[src/rtl/px_word_packer_if.sv]
// Pixel-to-word packer bus: sequencer/FIFO-side signals grouped in one bundle.
// The master side is the capture environment (sequencer + FIFO status); the
// slave side is the packer itself.
interface px_word_packer_if #(
    parameter int PX_WIDTH   = 8,
    parameter int WORD_WIDTH = 32,
    parameter int CNT_WIDTH  = 16
);
    logic                  frame_start;
    logic                  frame_end;
    logic [PX_WIDTH-1:0]   px_in;
    logic                  px_valid;
    logic                  fifo_full;
    logic [WORD_WIDTH-1:0] fifo_data;
    logic                  fifo_we;
    logic [CNT_WIDTH-1:0]  word_count;
    logic                  dropped;
    logic                  frame_done;
    logic                  active;

    modport master (
        output frame_start, frame_end, px_in, px_valid, fifo_full,
        input  fifo_data, fifo_we, word_count, dropped, frame_done, active
    );

    modport slave (
        input  frame_start, frame_end, px_in, px_valid, fifo_full,
        output fifo_data, fifo_we, word_count, dropped, frame_done, active
    );
endinterface

[src/rtl/px_word_packer.sv]
// Packs consecutive PX_WIDTH pixel samples into WORD_WIDTH FIFO words
// (first pixel in the least significant lane), handles frame start/end
// framing, pads and flushes the partial last word, and reports per-frame
// word count and sticky drop status.
module px_word_packer #(
    parameter int                  PX_WIDTH   = 8,
    parameter int                  WORD_WIDTH = 32,
    parameter logic [PX_WIDTH-1:0] PAD_VALUE  = 8'h00,
    parameter int                  CNT_WIDTH  = 16
) (
    input logic              clk,
    input logic              reset,
    px_word_packer_if.slave  bus
);
    localparam int LANES  = WORD_WIDTH / PX_WIDTH;
    localparam int LANE_W = (LANES > 1) ? $clog2(LANES) : 1;
    localparam logic [LANE_W-1:0]    LAST_LANE = LANE_W'(LANES - 1);
    localparam logic [CNT_WIDTH-1:0] CNT_MAX   = {CNT_WIDTH{1'b1}};

    typedef enum logic [1:0] {
        S_IDLE   = 2'd0,
        S_ACTIVE = 2'd1,
        S_FLUSH  = 2'd2
    } state_t;

    state_t                r_state;
    logic [LANE_W-1:0]     r_lane;
    logic [WORD_WIDTH-1:0] r_shift;
    logic [WORD_WIDTH-1:0] r_fifo_data;
    logic                  r_fifo_we;
    logic [CNT_WIDTH-1:0]  r_word_count;
    logic                  r_dropped;
    logic                  r_frame_done;
    logic                  r_active;

    logic [WORD_WIDTH-1:0] w_merged;
    logic                  w_issue_req;
    logic [WORD_WIDTH-1:0] w_issue_word;

    // Place one pixel into the given lane of a word, leaving other lanes intact.
    function automatic logic [WORD_WIDTH-1:0] f_insert(
        input logic [WORD_WIDTH-1:0] word,
        input logic [LANE_W-1:0]     lane,
        input logic [PX_WIDTH-1:0]   px
    );
        logic [WORD_WIDTH-1:0] v;
        v = word;
        for (int k = 0; k < LANES; k++) begin
            if (LANE_W'(k) == lane) begin
                v[k*PX_WIDTH +: PX_WIDTH] = px;
            end else begin
                v[k*PX_WIDTH +: PX_WIDTH] = word[k*PX_WIDTH +: PX_WIDTH];
            end
        end
        return v;
    endfunction

    // Fill every lane from first_pad upward with the pad pixel.
    function automatic logic [WORD_WIDTH-1:0] f_pad(
        input logic [WORD_WIDTH-1:0] word,
        input logic [LANE_W-1:0]     first_pad
    );
        logic [WORD_WIDTH-1:0] v;
        v = word;
        for (int k = 0; k < LANES; k++) begin
            if (k >= int'(first_pad)) begin
                v[k*PX_WIDTH +: PX_WIDTH] = PAD_VALUE;
            end else begin
                v[k*PX_WIDTH +: PX_WIDTH] = word[k*PX_WIDTH +: PX_WIDTH];
            end
        end
        return v;
    endfunction

    // Decide whether a finished word is presented for issue at this edge, and which.
    // frame_start has priority: a restart discards whatever was being assembled.
    always_comb begin
        w_merged     = f_insert(r_shift, r_lane, bus.px_in);
        w_issue_req  = 1'b0;
        w_issue_word = w_merged;
        case (r_state)
            S_ACTIVE: begin
                if (!bus.frame_start && bus.px_valid && (r_lane == LAST_LANE)) begin
                    w_issue_req = 1'b1;
                end else begin
                    w_issue_req = 1'b0;
                end
            end
            S_FLUSH: begin
                if (!bus.frame_start && (r_lane != {LANE_W{1'b0}})) begin
                    w_issue_req  = 1'b1;
                    w_issue_word = f_pad(r_shift, r_lane);
                end else begin
                    w_issue_req = 1'b0;
                end
            end
            default: begin
                w_issue_req = 1'b0;
            end
        endcase
    end

    // Framing FSM, lane assembly and registered FIFO-side outputs.
    always_ff @(posedge clk or negedge reset) begin
        if (!reset) begin
            r_state      <= S_IDLE;
            r_lane       <= {LANE_W{1'b0}};
            r_shift      <= {WORD_WIDTH{1'b0}};
            r_fifo_data  <= {WORD_WIDTH{1'b0}};
            r_fifo_we    <= 1'b0;
            r_word_count <= {CNT_WIDTH{1'b0}};
            r_dropped    <= 1'b0;
            r_frame_done <= 1'b0;
            r_active     <= 1'b0;
        end else begin
            r_fifo_we    <= 1'b0;
            r_frame_done <= 1'b0;
            case (r_state)
                S_IDLE: begin
                    if (bus.frame_start) begin
                        r_state      <= S_ACTIVE;
                        r_lane       <= {LANE_W{1'b0}};
                        r_shift      <= {WORD_WIDTH{1'b0}};
                        r_word_count <= {CNT_WIDTH{1'b0}};
                        r_dropped    <= 1'b0;
                        r_active     <= 1'b1;
                    end else begin
                        r_active     <= 1'b0;
                    end
                end
                S_ACTIVE: begin
                    r_active <= 1'b1;
                    if (bus.frame_start) begin
                        r_lane       <= {LANE_W{1'b0}};
                        r_shift      <= {WORD_WIDTH{1'b0}};
                        r_word_count <= {CNT_WIDTH{1'b0}};
                        r_dropped    <= 1'b0;
                    end else begin
                        if (bus.px_valid) begin
                            r_shift <= w_merged;
                            if (r_lane == LAST_LANE) begin
                                r_lane <= {LANE_W{1'b0}};
                            end else begin
                                r_lane <= r_lane + LANE_W'(1);
                            end
                        end else begin
                            r_lane <= r_lane;
                        end
                        if (bus.frame_end) begin
                            r_state <= S_FLUSH;
                        end else begin
                            r_state <= S_ACTIVE;
                        end
                    end
                end
                S_FLUSH: begin
                    r_lane <= {LANE_W{1'b0}};
                    if (bus.frame_start) begin
                        r_state      <= S_ACTIVE;
                        r_shift      <= {WORD_WIDTH{1'b0}};
                        r_word_count <= {CNT_WIDTH{1'b0}};
                        r_dropped    <= 1'b0;
                        r_active     <= 1'b1;
                    end else begin
                        r_state      <= S_IDLE;
                        r_active     <= 1'b0;
                        r_frame_done <= 1'b1;
                    end
                end
                default: begin
                    r_state  <= S_IDLE;
                    r_lane   <= {LANE_W{1'b0}};
                    r_active <= 1'b0;
                end
            endcase

            // Word issue: a full FIFO discards the word and latches the drop flag.
            if (w_issue_req) begin
                if (bus.fifo_full) begin
                    r_dropped <= 1'b1;
                end else begin
                    r_fifo_we   <= 1'b1;
                    r_fifo_data <= w_issue_word;
                    if (r_word_count != CNT_MAX) begin
                        r_word_count <= r_word_count + CNT_WIDTH'(1);
                    end else begin
                        r_word_count <= r_word_count;
                    end
                end
            end
        end
    end

    assign bus.fifo_data  = r_fifo_data;
    assign bus.fifo_we    = r_fifo_we;
    assign bus.word_count = r_word_count;
    assign bus.dropped    = r_dropped;
    assign bus.frame_done = r_frame_done;
    assign bus.active     = r_active;
endmodule

[src/flat_wrapper.sv]
// flat-port wrapper written by rule: the top's interface ports become plain ports
module px_word_packer_flat 
#(
    parameter int                  PX_WIDTH   = 8,
    parameter int                  WORD_WIDTH = 32,
    parameter logic [PX_WIDTH-1:0] PAD_VALUE  = 8'h00,
    parameter int                  CNT_WIDTH  = 16
)
  (clk, reset, bus_frame_start, bus_frame_end, bus_px_in, bus_px_valid, bus_fifo_full, bus_fifo_data, bus_fifo_we, bus_word_count, bus_dropped, bus_frame_done, bus_active);
  px_word_packer_if #(.PX_WIDTH(PX_WIDTH), .WORD_WIDTH(WORD_WIDTH), .CNT_WIDTH(CNT_WIDTH)) bus_i ();
  input logic clk;
  input logic reset;
  input wire logic [$bits(bus_i.frame_start)-1:0] bus_frame_start;
  input wire logic [$bits(bus_i.frame_end)-1:0] bus_frame_end;
  input wire logic [$bits(bus_i.px_in)-1:0] bus_px_in;
  input wire logic [$bits(bus_i.px_valid)-1:0] bus_px_valid;
  input wire logic [$bits(bus_i.fifo_full)-1:0] bus_fifo_full;
  output wire logic [$bits(bus_i.fifo_data)-1:0] bus_fifo_data;
  output wire logic [$bits(bus_i.fifo_we)-1:0] bus_fifo_we;
  output wire logic [$bits(bus_i.word_count)-1:0] bus_word_count;
  output wire logic [$bits(bus_i.dropped)-1:0] bus_dropped;
  output wire logic [$bits(bus_i.frame_done)-1:0] bus_frame_done;
  output wire logic [$bits(bus_i.active)-1:0] bus_active;
  assign bus_i.frame_start = bus_frame_start;
  assign bus_i.frame_end = bus_frame_end;
  assign bus_i.px_in = bus_px_in;
  assign bus_i.px_valid = bus_px_valid;
  assign bus_i.fifo_full = bus_fifo_full;
  assign bus_fifo_data = bus_i.fifo_data;
  assign bus_fifo_we = bus_i.fifo_we;
  assign bus_word_count = bus_i.word_count;
  assign bus_dropped = bus_i.dropped;
  assign bus_frame_done = bus_i.frame_done;
  assign bus_active = bus_i.active;
  px_word_packer #(.PX_WIDTH(PX_WIDTH), .WORD_WIDTH(WORD_WIDTH), .PAD_VALUE(PAD_VALUE), .CNT_WIDTH(CNT_WIDTH)) u_core (.clk(clk), .reset(reset), .bus(bus_i));
endmodule
[config.mk]
export PLATFORM = sky130hd
export DESIGN_NAME = px_word_packer_flat
export DESIGN_NICKNAME = d
export VERILOG_FILES = /design/src/rtl/px_word_packer_if.sv /design/src/rtl/px_word_packer.sv /design/src/flat_wrapper.sv
export SDC_FILE = /design/constraint.sdc
export NUM_CORES = 1
export LEC_CHECK = 0
export ABC_CLOCK_PERIOD_IN_PS = 2200
export CORE_MARGIN = 10
export CORE_UTILIZATION = 40
export CTS_BUF_LIST = sky130_fd_sc_hd__clkbuf_8
export DETAILED_ROUTE_END_ITERATION = 16
export PLACE_DENSITY = 0.73
export SYNTH_ARGS = -nofsm -noshare
export SYNTH_HDL_FRONTEND = slang
export SYNTH_SLANG_ARGS = --single-unit
[constraint.sdc]
create_clock -name clk -period 2.2 [get_ports clk]
set_input_delay 0.44 -clock clk [delete_from_list [all_inputs] [get_ports clk]]
set_output_delay 0.44 -clock clk [all_outputs]
set_load 0.005 [all_outputs]
Yosys cells after proc, flatten, opt, wreduce, memory -nomap -nowiden
Index checks and enable logic that the tools add are counted.
{"block": "op_classes", "add_sub_neg": 2, "order_cmp": 3, "eq_ne": 12, "mux": 41, "bitwise_logic": 1, "n_reduce_logical": 14}
{"operator": "$mux W32", "n": 5}
{"operator": "$mux W16", "n": 5}
{"operator": "$pmux W32 S2", "n": 1}
{"operator": "$mux W8", "n": 7}
{"operator": "$add A16 B1 Y16 const B", "n": 1}
{"operator": "$ne A16 B16 Y1 const B", "n": 1}
{"operator": "$mux W2", "n": 7}
{"operator": "$mux W1", "n": 12}
{"operator": "$ne A3 B3 Y1 const B", "n": 2}
{"operator": "$pmux W2 S3", "n": 1}
{"operator": "$reduce_and A2 Y1", "n": 3}
{"operator": "$eq A2 B2 Y1 const A", "n": 2}
{"operator": "$eq A2 B2 Y1 const B", "n": 2}
{"operator": "$ge A1 B2 Y1 const A", "n": 2}
{"operator": "$logic_not A2 Y1", "n": 2}
{"operator": "$ne A2 B2 Y1 const B", "n": 2}
{"operator": "$pmux W1 S2", "n": 2}
{"operator": "$pmux W2 S2", "n": 1}
{"operator": "$reduce_bool A2 Y1", "n": 2}
{"operator": "$logic_and A1 B1 Y1", "n": 3}
{"operator": "$reduce_and A3 Y1", "n": 1}
{"operator": "$reduce_or A3 Y1", "n": 1}
{"operator": "$add A2 B1 Y2 const B", "n": 1}
{"operator": "$eq A1 B2 Y1 const A", "n": 1}
{"operator": "other kinds (6)", "n": 6}
{"block": "totals", "register_bits": 88, "in_bits": 14, "out_inout_bits": 52, "elab_cells": 82}

Depth between registers and ports, before layout
{"block": "depth", "word_depth": 6, "mapped_depth": 8}

Worst setup path after synthesis
Ideal clock, no wire load.
{"block": "synth_timing", "path_type": "register -> register", "startpoint": "reg u_core.r_state[0]", "endpoint": "reg u_core.r_fifo_data[16] (netlist: u_core.bus.fifo_data[16])", "setup_ns": 0.083, "arrival_ns": 1.930, "required_time_ns": 2.117, "path_slack_ns": 0.187, "path_stages_with_launch": 8, "period_less_slack_ns": 2.013, "cell_sequence": "dfrtp_1 > inv_1 > ha_1 > nor3b_1 > buf_2 > mux2i_1 > a22oi_1 > o21ai_0"}
{"block": "synth_via", "elab_chain_len": 3}
{"item": "start, declared", "line_no": "px_word_packer.sv:26", "source": "state_t r_state;"}
{"item": "start signal, assigned", "line_no": "px_word_packer.sv:106", "source": "r_state <= S_IDLE;"}
{"item": "start signal, assigned", "line_no": "px_word_packer.sv:121", "source": "r_state <= S_ACTIVE;"}
{"item": "start signal, assigned", "line_no": "px_word_packer.sv:150", "source": "r_state <= S_FLUSH;"}
{"item": "$eq A2 B2 Y1 or $eq A2 B1 Y1 (tied branches)", "line_no": "px_word_packer.sv:81", "source": "case (r_state)"}
{"item": "$pmux W1 S2", "line_no": "px_word_packer.sv:81"}
{"item": "$reduce_and A2 Y1 (no line)"}
{"item": "end signal, assigned", "line_no": "px_word_packer.sv:109", "source": "r_fifo_data <= {WORD_WIDTH{1'b0}};"}
{"item": "end signal, assigned", "line_no": "px_word_packer.sv:183", "source": "r_fifo_data <= w_issue_word;"}
{"item": "end, declared", "line_no": "px_word_packer.sv:29", "source": "logic [WORD_WIDTH-1:0] r_fifo_data;"}
Several ways; a longest one is shown, not always the timed one.
A chain may end at the register's enable or synchronous reset.

Worst setup path after layout
{"block": "layout_timing", "startpoint": "reg u_core.r_state[0]", "endpoint": "reg u_core.r_word_count[12] (netlist: u_core.bus.word_count[12])"}
{"block": "layout_via", "elab_chain_len": 5}
{"item": "$eq A2 B1 Y1, or another cell as far along", "line_no": "px_word_packer.sv:81, px_word_packer.sv:118"}
{"item": "$reduce_or A3 Y1 (no line)"}
{"item": "$mux W16"}
{"item": "$mux W16", "line_no": "px_word_packer.sv:179", "source": "if (bus.fifo_full) begin"}
{"item": "$mux W16", "line_no": "px_word_packer.sv:178", "source": "if (w_issue_req) begin"}
{"item": "end signal, assigned", "line_no": "px_word_packer.sv:161", "source": "r_word_count <= {CNT_WIDTH{1'b0}};"}
{"item": "end signal, assigned", "line_no": "px_word_packer.sv:185", "source": "r_word_count <= r_word_count + CNT_WIDTH'(1);"}
{"item": "end signal, assigned", "line_no": "px_word_packer.sv:187", "source": "r_word_count <= r_word_count;"}
{"item": "end, declared", "line_no": "px_word_packer.sv:31", "source": "logic [CNT_WIDTH-1:0] r_word_count;"}
Several ways; a longest one is shown, not always the timed one.

==> out/metrics.cfg <==
[route]
wl_per_cell_um=17.0
via_per_inst=5.53
ant_nets=0
route.vias.total=3357
drt_iter0_drc=217
dr.pass1.iters=4
routed_wl_mm=10.3
drc=0

[clock_tree]
numCtsBuffers=9
cts.sinks=88
h-tree-depth=3
clk_latency_ps=360
clockBufferDepth=2
postCtsSetupRepairBufs=0
clk_pin_slew_ps=90
cts_tree=yes
cts-root-buf=clkbuf_8

[timing]
max_slew_margin_pct=67.5
setup_violations=0
min_period_ps=2080
hold_viol=0
tightest_slew_ps=487
worst_clock_skew_ps=16.8
slew_viol_final=0
totalNegativeSetupSlack_ps=0
max_freq_mhz=480
fin_crit_sh_pct=94.6

[setup_path]
crit_path_start=u_core.r_state[0]
critPathMaxFanout=26
crit_buf_inv=2
timing.rr.start=u_core.r_state[0]
r2r_setup_slack_ps=120
cp_top_family=simple AND/OR/NAND/NOR gates
cpPeakStageDelay_ps=510
worstSetupPathType=reg -> reg
cp.required_ps=2470
cp.arrival_ps=2350
end_kind=register
crit_slowest_cell=or4_1
crit_chain=inv_1 > ha_1 > and2b_2 > o211ai_4 > buf_12 > or4_1 > a21oi_1
worst_setup_path_start_kind=register

[power]
p_sw_w=0.00108
power.internal_w=0.00254
power_w=0.00362
powerDensity_mw_per_mm2=679
switching_share_pct=29.8
p_leak_nw=2.31
vdd_ir_drop_max_mv=0.286
power.share.sequential_pct=48.7
p_clk_share_pct=29.5
power_frac_comb_pct=21.7

[grt]
globalRouteTotalUtil_pct=13.8
antenna_found_initial=0
grt_max_degree=55
overflow=0
grt_pass1_vias=3334
grt_pass1_wl_mm=16.9

[final_layout]
nets=491
layout-drive-gt1-share_pct=12.5
syn2layout_area_growth_pct=26.2
num-fill-cells=901
n_antenna_cell=0

[floorplan]
die_w_um=123
std_cell_rows=37
start_util_pct=40.9
dieArea_mm2=0.0151
num_io_pins=66
die_y_um=123
coreArea_mm2=0.0103

[synth]
ys.flop_type=dfrtp_1
yosys-top-cells-count=88 x dfrtp_1, 46 x nand2_1, 33 x a22o_1
syn_area_per_cell_um2=10.7
yosys.cell_types.count=45
yosysMostFrequentCell=dfrtp_1
syn_area_mm2=0.00422
async_flop_share_pct=100
synth_top_area_share_pct=52.1
syn_nets=419
netlist_instances=394
ys_seq_area_share_pct=52.1
yosysTopAreaCell=dfrtp_1
synthTopCellsByArea=dfrtp_1 52%, a22o_1 6.8%, mux2i_1 5.0%, nand2_1 4.1%, o21ai_0 3.6%
synth_edf_count=0
synth-seq-cells=88
ys_warn_count=0

[run_status]
status=completed

[place]
dp_hpwl_mm=7.58
gp_congestion=0.893
io_buffer_count=65

[flow_run]
drv_cap=0

[worst_hold_path]
hold_path.class=in -> async

[state kept, by name, summed over array words and instances (netlist names)]
signal / flops
u_core.r_lane: 2
u_core.r_state: 2
u_core.bus.fifo_we: 1
u_core.bus.fifo_data: 32
u_core.bus.word_count: 16
u_core.r_shift: 32
u_core.bus.frame_done: 1
u_core.bus.active: 1
u_core.bus.dropped: 1
[metal layers]
metal | track usage (%) | vias up | part of all wire, %
met4 | 4.71 | 0 | 1.2
met2 | 22.8 | 83 | 51
met1 | 17.4 | 1665 | 42
met3 | 3.03 | 9 | 5.6
li1 | - | 1600 | -
met5 | 0 | - | 0
[worst reg2reg max path: stages (launching register included)]
cell	delay, ps
dfrtp_1	460
inv_1	120
ha_1	260
and2b_2	220
o211ai_4	100
buf_12	170
or4_1	510
a21oi_1	150
[power groups by stage]
stage          combinational [W]  clock, W  sequential [W]
2_1_floorplan           0.000449         0         0.00178
3_3_place_gp            0.000756         0         0.00179
3_5_place_dp            0.000781         0         0.00179
4_1_cts                 0.000786   0.00109         0.00176
5_1_grt                 0.000868   0.00115         0.00177
6_report                0.000787   0.00107         0.00176
[timing repair]
item,in CTS,in global routing
hold endpoints to repair,0,0
resized for setup,0,7
hold buffers,0,0
endpoints found under the setup margin,0,34
[final timing paths]
| check | endpoint | cells after the start |
|---|---|---|
| max in group asynchronous | u_core.r_shift[0] | 2 |
| min in group clk | u_core.bus.fifo_data[31] | 2 |
| min | u_core.bus.active | 1 |
| min reg2reg | u_core.bus.fifo_data[31] | 2 |
| max reg2reg | u_core.bus.word_count[12] | 7 |
| max | u_core.bus.word_count[12] | 7 |
[cell families (layout without fill, tap and decap cells)]
kind of cell | Yosys count | in the layout | synth area share (%)
flops | 88 | 88 | 52.1
buf+inv | 39 | 116 | 4.06
simple gates | 116 | 116 | 15.3
mux | 21 | 21 | 4.98
compound gates | 119 | 119 | 20.2
fa+ha+maj | 11 | 11 | 3.26
[final cells by class]
| cell class | instances | area (µm²) | share of cell area (%) |
|---|---|---|---|
| tap | 136 | 170 | 3.19 |
| inverter | 9 | 33.8 | 0.634 |
| sequential | 88 | 2200 | 41.3 |
| clock buffer | 11 | 151 | 2.84 |
| timing repair buffer | 91 | 868 | 16.3 |
| clock inverter | 5 | 38.8 | 0.728 |
| multi-input combinational | 267 | 1860 | 35.0 |
[cells in the final DEF (no fill, tap or decap), drive strengths merged]
cell type / Yosys / routed
a221oi: 1 / 1
nor2b: 5 / 5
dfrtp: 88 / 88
clkbuf: 9 / 11
buf: 21 / 27
a211o: 1 / 1
nor2: 9 / 9
a21o: 1 / 1
nand2: 46 / 46
nor4b: 2 / 2
a21oi: 13 / 13
o221ai: 1 / 1
and3: 4 / 4
or3: 1 / 1
or4: 6 / 6
clkdlybuf4s50: 0 / 64
nand2b: 7 / 7
o2111ai: 1 / 1
and2b: 1 / 1
a22o: 33 / 33
a22oi: 16 / 16
o31ai: 14 / 14
nand4b: 1 / 1
nor3b: 2 / 2
o311ai: 3 / 3
clkinvlp: 0 / 1
o41ai: 4 / 4
o21ai: 30 / 30
and2: 5 / 5
and4: 1 / 1
nand3: 11 / 11
clkinv: 0 / 3
nand3b: 4 / 4
mux2i: 21 / 21
nand4: 4 / 4
o211ai: 1 / 1
nor3: 4 / 4
nor4: 3 / 3
ha: 11 / 11
inv: 9 / 10
[metrics by stage]
| stage | setup slack (ps) | hold WS [ps] | cell area [µm²] | utilization, % | cells |
|---|---|---|---|---|---|
| 5_1_grt | -19.4 | 61.0 | 5330 | 51.6 | 607 |
| 2_1_floorplan | 187 | 144 | 4220 | - | 394 |
| 3_3_place_gp | 53.3 | 418 | 5120 | 49.6 | 591 |
| 3_5_place_dp | -76.2 | 429 | 5120 | 49.6 | 591 |
| 4_1_cts | 28.7 | 31.1 | 5310 | 51.5 | 607 |
| 6_report | 118 | 26.7 | 5330 | 51.6 | 607 |
Power figures use the tool's default switching activity.
